`src/rtl/membus_init.sv`:
```
// Memory-bus initiator: one read, write or read-modify-write cycle per accepted start.
// Words use PDP-10 numbering (bit 0 = MSB), so spec bit b of a 36-bit word is [35-b] here.
module membus_init #(
    parameter int WR_SETUP = 8,
    parameter int WR_HOLD  = 4,
    parameter int TIMEOUT  = 1000
) (
    input  logic        clk,
    input  logic        reset,
    input  logic        start,
    input  logic        cmd_rd,
    input  logic        cmd_wr,
    input  logic [17:0] addr,
    input  logic [35:0] wdata,
    input  logic        wdata_valid,
    input  logic        fm_enable,
    output logic        busy,
    output logic        done,
    output logic        err,
    output logic [35:0] rdata,
    output logic        membus_rq_cyc,
    output logic        membus_rd_rq,
    output logic        membus_wr_rq,
    output logic        membus_wr_rs,
    output logic [14:0] membus_ma,
    output logic [3:0]  membus_sel,
    output logic        membus_fmc_select,
    output logic [35:0] membus_mb_out,
    input  logic        membus_addr_ack,
    input  logic        membus_rd_rs,
    input  logic [35:0] membus_mb_in
);

    localparam logic [2:0] S_IDLE   = 3'd0;
    localparam logic [2:0] S_RQ     = 3'd1;
    localparam logic [2:0] S_RDWAIT = 3'd2;
    localparam logic [2:0] S_WRWAIT = 3'd3;
    localparam logic [2:0] S_WRCLR  = 3'd4;
    localparam logic [2:0] S_WRDATA = 3'd5;
    localparam logic [2:0] S_WRRS   = 3'd6;
    localparam logic [2:0] S_DONE   = 3'd7;

    // One counter serves both the ack timeout and the write setup/hold phases.
    localparam int CNT_MAX = (TIMEOUT > WR_SETUP) ? ((TIMEOUT > WR_HOLD) ? TIMEOUT : WR_HOLD)
                                                  : ((WR_SETUP > WR_HOLD) ? WR_SETUP : WR_HOLD);
    localparam int CW = $clog2(CNT_MAX + 1);
    localparam logic [CW-1:0] TMO_LAST   = CW'(TIMEOUT - 1);
    localparam logic [CW-1:0] SETUP_LAST = CW'(WR_SETUP - 1);
    localparam logic [CW-1:0] HOLD_LAST  = CW'(WR_HOLD - 1);

    logic [2:0]    state_q, state_d;
    logic [CW-1:0] cnt_q, cnt_d;
    logic [17:0]   addr_q, addr_d;
    logic          rd_q, rd_d;
    logic          wr_q, wr_d;
    logic          fmc_q, fmc_d;
    logic [35:0]   wdata_q, wdata_d;
    logic [35:0]   rdata_q, rdata_d;
    logic          err_q, err_d;

    always_comb begin
        state_d = state_q;
        cnt_d   = cnt_q;
        addr_d  = addr_q;
        rd_d    = rd_q;
        wr_d    = wr_q;
        fmc_d   = fmc_q;
        wdata_d = wdata_q;
        rdata_d = rdata_q;
        err_d   = err_q;
        case (state_q)
            S_IDLE: begin
                if (start && (cmd_rd || cmd_wr)) begin
                    addr_d  = addr;
                    rd_d    = cmd_rd;
                    wr_d    = cmd_wr;
                    wdata_d = wdata;
                    fmc_d   = fm_enable && (addr[17:4] == 14'd0);
                    err_d   = 1'b0;
                    cnt_d   = '0;
                    state_d = S_RQ;
                end
            end
            S_RQ: begin
                if (membus_addr_ack) begin
                    cnt_d   = '0;
                    state_d = rd_q ? S_RDWAIT : S_WRCLR;
                end else if (cnt_q == TMO_LAST) begin
                    err_d   = 1'b1;
                    state_d = S_DONE;
                end else begin
                    cnt_d = cnt_q + 1'b1;
                end
            end
            S_RDWAIT: begin
                if (membus_rd_rs) begin
                    rdata_d = membus_mb_in;
                    cnt_d   = '0;
                    state_d = wr_q ? S_WRWAIT : S_DONE;
                end else if (cnt_q == TMO_LAST) begin
                    err_d   = 1'b1;
                    state_d = S_DONE;
                end else begin
                    cnt_d = cnt_q + 1'b1;
                end
            end
            S_WRWAIT: begin
                // Host may take arbitrarily long to supply the modified word.
                if (wdata_valid) begin
                    wdata_d = wdata;
                    cnt_d   = '0;
                    state_d = S_WRCLR;
                end
            end
            S_WRCLR: begin
                if (cnt_q == SETUP_LAST) begin
                    cnt_d   = '0;
                    state_d = S_WRDATA;
                end else begin
                    cnt_d = cnt_q + 1'b1;
                end
            end
            S_WRDATA: begin
                if (cnt_q == HOLD_LAST) begin
                    cnt_d   = '0;
                    state_d = S_WRRS;
                end else begin
                    cnt_d = cnt_q + 1'b1;
                end
            end
            S_WRRS:  state_d = S_DONE;
            S_DONE:  state_d = S_IDLE;
            default: state_d = S_IDLE;
        endcase
    end

    always_ff @(posedge clk or posedge reset) begin
        if (reset) begin
            state_q <= S_IDLE;
            cnt_q   <= '0;
            addr_q  <= '0;
            rd_q    <= 1'b0;
            wr_q    <= 1'b0;
            fmc_q   <= 1'b0;
            wdata_q <= '0;
            rdata_q <= '0;
            err_q   <= 1'b0;
        end else begin
            state_q <= state_d;
            cnt_q   <= cnt_d;
            addr_q  <= addr_d;
            rd_q    <= rd_d;
            wr_q    <= wr_d;
            fmc_q   <= fmc_d;
            wdata_q <= wdata_d;
            rdata_q <= rdata_d;
            err_q   <= err_d;
        end
    end

    // Bus outputs decode from state only, so an async reset silences them at once.
    logic bus_act;
    assign bus_act = (state_q != S_IDLE) && (state_q != S_DONE);

    assign busy              = bus_act;
    assign done              = (state_q == S_DONE);
    assign err               = err_q;
    assign rdata             = rdata_q;
    assign membus_rq_cyc     = (state_q == S_RQ);
    assign membus_rd_rq      = bus_act && rd_q;
    assign membus_wr_rq      = bus_act && wr_q;
    assign membus_wr_rs      = (state_q == S_WRRS);
    assign membus_ma         = bus_act ? addr_q[14:0] : 15'd0;
    assign membus_sel        = bus_act ? addr_q[17:14] : 4'd0;
    assign membus_fmc_select = bus_act && fmc_q;
    assign membus_mb_out     = ((state_q == S_WRDATA) || (state_q == S_WRRS)) ? wdata_q : 36'd0;

endmodule

```
`config.mk`:
```
export PLATFORM = sky130hd
export DESIGN_NAME = membus_init
export DESIGN_NICKNAME = d
export VERILOG_FILES = /design/src/rtl/membus_init.sv
export SDC_FILE = /design/constraint.sdc
export NUM_CORES = 1
export LEC_CHECK = 0
export ABC_AREA = 1
export CAP_MARGIN = 20
export CORE_UTILIZATION = 32
export CTS_BUF_LIST = sky130_fd_sc_hd__clkbuf_4 sky130_fd_sc_hd__clkbuf_8
export DETAILED_ROUTE_END_ITERATION = 7
export HOLD_SLACK_MARGIN = 0.03
export MAX_ROUTING_LAYER = met4
export PLACE_DENSITY = 0.6
export SKIP_LAST_GASP = 1
export SLEW_MARGIN = 0
export SYNTH_ARGS = -nofsm -noshare
export SYNTH_HDL_FRONTEND = slang
export SYNTH_SLANG_ARGS = --single-unit
```
`constraint.sdc`:
```
create_clock -name clk -period 3.9 [get_ports clk]
set_clock_uncertainty 0.1 [all_clocks]
set_input_delay 0.39 -clock clk [delete_from_list [all_inputs] [get_ports clk]]
set_output_delay 0.39 -clock clk [all_outputs]
set_load 0.05 [all_outputs]
```
==> summary.md <==
| Metric | Value |
|---|---|
| Status | finished, final reports clean |
| Remaining global-route overflow | 0 |
| Fillers | 1478 |
| Row cnt | 45 |
| DR iter-0 viols | 240 |
| Period minus WS final | 3.19 ns |
| Normalized max-slew margin | 41.3% |
| Area after DPL | 7280 um^2 |
| Worst min path class | input port to asynchronous set/reset pin |
| CTS Buffer Depth | 2 |
| PortBufs | 197 |
| Post-place setup slack | 0.932 ns |
| Worst slew pin tran | 0.878 ns |
| Max-slew violation count | 0 |
| Num CTS Buffers | 9 |
| Synth unique cells | 34 |
| Worst Path Max Fanout | 37 |
| Share of cells above drive strength 1 | 10.0% |
| Initial Util | 33.3% |
| CP arrival | 2.70 ns |
| Tcrit/Tclk final | 81.8% |
| Initial antenna violation count | 0 |
| Dpl cells | 964 |
| Die area | 16500 um^2 |
| Max frequency | 313 MHz |
| Clock tree sinks | 107 |
| H-tree depth | 3 |
| CORE AREA | 15400 um^2 |
| CP max-delay cell | clkdlybuf4s50_1 |
| Synthesized flop and latch total | 107 |
| Setup Buffers After CTS | 0 |
| Number of detailed-route iterations in the first pass | 4 |
| RSZ-0062 raised after global routing | false |
| Gp weighted congestion | 0.916 |
| Number of remaining DRC errors | 0 |
| Final setup violation count | 0 |
| CTS tree | done |
| Final net count | 866 |
| Power per Cell Area | 947 nW/um^2 |
| Wirelength per Cell | 13.9 um |
| CP dominant cell by count | nor2_4 |
| Mean Syn Cell Area | 8.92 um^2 |
| I/O Pins | 198 |
| Max Cap Viol | 0 |
| Final ANT Viol Nets | 0 |
| CP Buf/Inv Count | 2 |
| Final hold vios | 0 |
| Critical Path RT | 3.41 ns |
| Net count after synthesis | 673 |
| Critical path's largest stage delay | 0.75 ns |
| Syn-to-layout area delta | 46.3% |
| DIE HEIGHT | 128 um |
| Final WS setup | 0.708 ns |
| Hold Buf Count CTS | 0 |
| Clock root cell | clkbuf_8 |
| Total GRT Usage | 17.6% |
| Post-synthesis sequential area ratio | 52.4% |
| Clk Latency, worst-skew pair | 0.37 ns |
| Maximum VDD drop | 0.676 mV |
| Synthesized cell area | 5110 um^2 |
| Setup CP Type | flip-flop to output pin |
| Largest net degree at the start of global routing | 52 |
| Fin cells | 981 |
| Worst Setup SP | state_q[1] |
| Vias per cell | 4.58 |
| Total power draw | 7.08 mW |
| Post-CTS Resized | 0 |
| Worst path cell trace | inv_1, nand2_1, nor2_4, nor2_4, nor2_1, clkdlybuf4s50_1 |
| Die Span X | 128 um |
| Worst r2r src | state_q[0] |
| First-pass GRT wire length | 22.1 mm |
| CP delay by family, top | simple AND/OR/NAND/NOR gates |
| Routed wire length | 13.6 mm |
| Vias in the first global route | 4539 |
| Synth warn | 0 |
| Post-Route Setup TNS | 0 ns |
| Crit start category | flip-flop |
| Crit path capture type | output pin |
| HPWL Detailed | 10.1 mm |
| Clock transition at path regs | 0.11 ns |
| Post-Syn Instances | 573 |
| Post-route cell area | 7480 um^2 |
| Ant diodes | 0 |
| Leak Pwr | 3.53 nW |
| Vias post-DR | 4493 |
-- cell families (layout without fill, tap and decap cells) --
| kind of cell | Yosys count | in the layout | share of synthesized area [%] |
|---|---|---|---|
| DFF | 107 | 107 | 52.4 |
| muxes | 36 | 36 | 9.40 |
| and+or+nand+nor | 235 | 235 | 20.1 |
| buffers and inverters | 113 | 310 | 9.45 |
| adders and majority gates | 1 | 1 | 0.245 |
| xor gates and xnor gates | 1 | 1 | 0.171 |
| AOI/OAI and AO/OA | 80 | 80 | 8.27 |
-- synth_stat cells (all sizes together) --
cell	number	area (um^2)
clkbuf	3	11.3
nor3	2	10.0
nand4	22	138
o21ai	32	160
nand2	70	268
mux2	36	480
clkinv	1	3.75
o211ai	4	30.0
dfrtp	107	2680
o21bai	2	18.8
buf	20	131
nand3	20	123
or2	1	6.26
a31oi	1	6.26
nor2	116	453
xor2	1	8.76
nor4	3	18.8
ha	1	12.5
nand3b	1	11.3
a21oi	40	200
inv	89	337
o21a	1	7.51
-- sequential cells by signal (all words and copies together) (netlist names) --
| register | flops |
|---|---|
| rdata | 36 |
| wdata_q | 36 |
| addr_q | 18 |
| cnt_q | 10 |
| state_q | 3 |
| err | 1 |
| fmc_q | 1 |
| rd_q | 1 |
| wr_q | 1 |
-- path summary, 6_finish.rpt --
path,to,slack (ns),depth (start not counted)
min in group clk,fmc_q,0.41,2
worst max-delay path,membus_mb_out[20],0.71,6
max in group asynchronous,rdata[34],2.74,3
worst min-delay path,rdata[29],0.28,2
worst max register to register,wdata_q[14],1.71,8
worst min register to register,fmc_q,0.41,2
-- per-stage QoR --
step                hold slack [ns]  utilization [%]
floorplan                     0.353                -
global placement              0.377             47.2
detailed placement            0.388             47.3
CTS                           0.283             48.5
global route                  0.310             48.7
finish                        0.282             48.7
-- cells in the final DEF (no fill, tap or decap), types with 2 or more instances in the layout --
cell             Yosys  layout
clkbuf_8             0      10
inv_4                1       2
o21ai_1              2       3
nand3_1             17      17
inv_2                4       4
nor3_1               2       2
nor4_1               3       3
o211ai_1             4       4
nand3_2              2       2
mux2_2              16      16
nor2_1             113     112
a21oi_1             40      40
buf_4                5       6
dfrtp_1            107     107
nand4_1             22      22
nand2_1             68      68
nor2_4               2       2
o21ai_0             30      29
nand2_2              2       2
clkinv_4             0       4
clkdlybuf4s50_1      0     197
inv_1               84      83
nor2_2               1       2
mux2_4              20      20
-- worst register-to-register path, delay by kind of cell, from the launching register on --
family	cells	cell delay, ns
and+or+nand+nor	5	0.87
buffers and inverters	2	0.58
DFF	1	0.44
AOI/OAI and AO/OA	1	0.14
-- metal layers --
layer | wire, um | vias to the layer above | GRT usage [%]
met5 | 0 | - | -
met2 | 6100 | 202 | 26.7
met4 | 191 | 0 | 6.64
li1 | - | 2209 | -
met3 | 1230 | 12 | 4.62
met1 | 6110 | 2070 | 22.4
-- final cells by class --
cell class	instances	area [um^2]	share of cell area, %
Multi-Input combinational cell	353	1950	26.1
Tap cell	211	264	3.53
Inverter	90	343	4.58
Clock inverter	5	40.0	0.535
Sequential cell	107	2680	35.8
Clock buffer	10	138	1.84
Timing Repair Buffer	205	2060	27.6
-- power breakdown --
| group | internal, mW | switching, mW |
|---|---|---|
| Sequential | 1.60 | 0.214 |
| Combinational | 1.53 | 3.11 |
| Clock | 0.250 | 0.380 |
| Total | 3.38 | 3.70 |
Power figures use the tool's default switching activity.
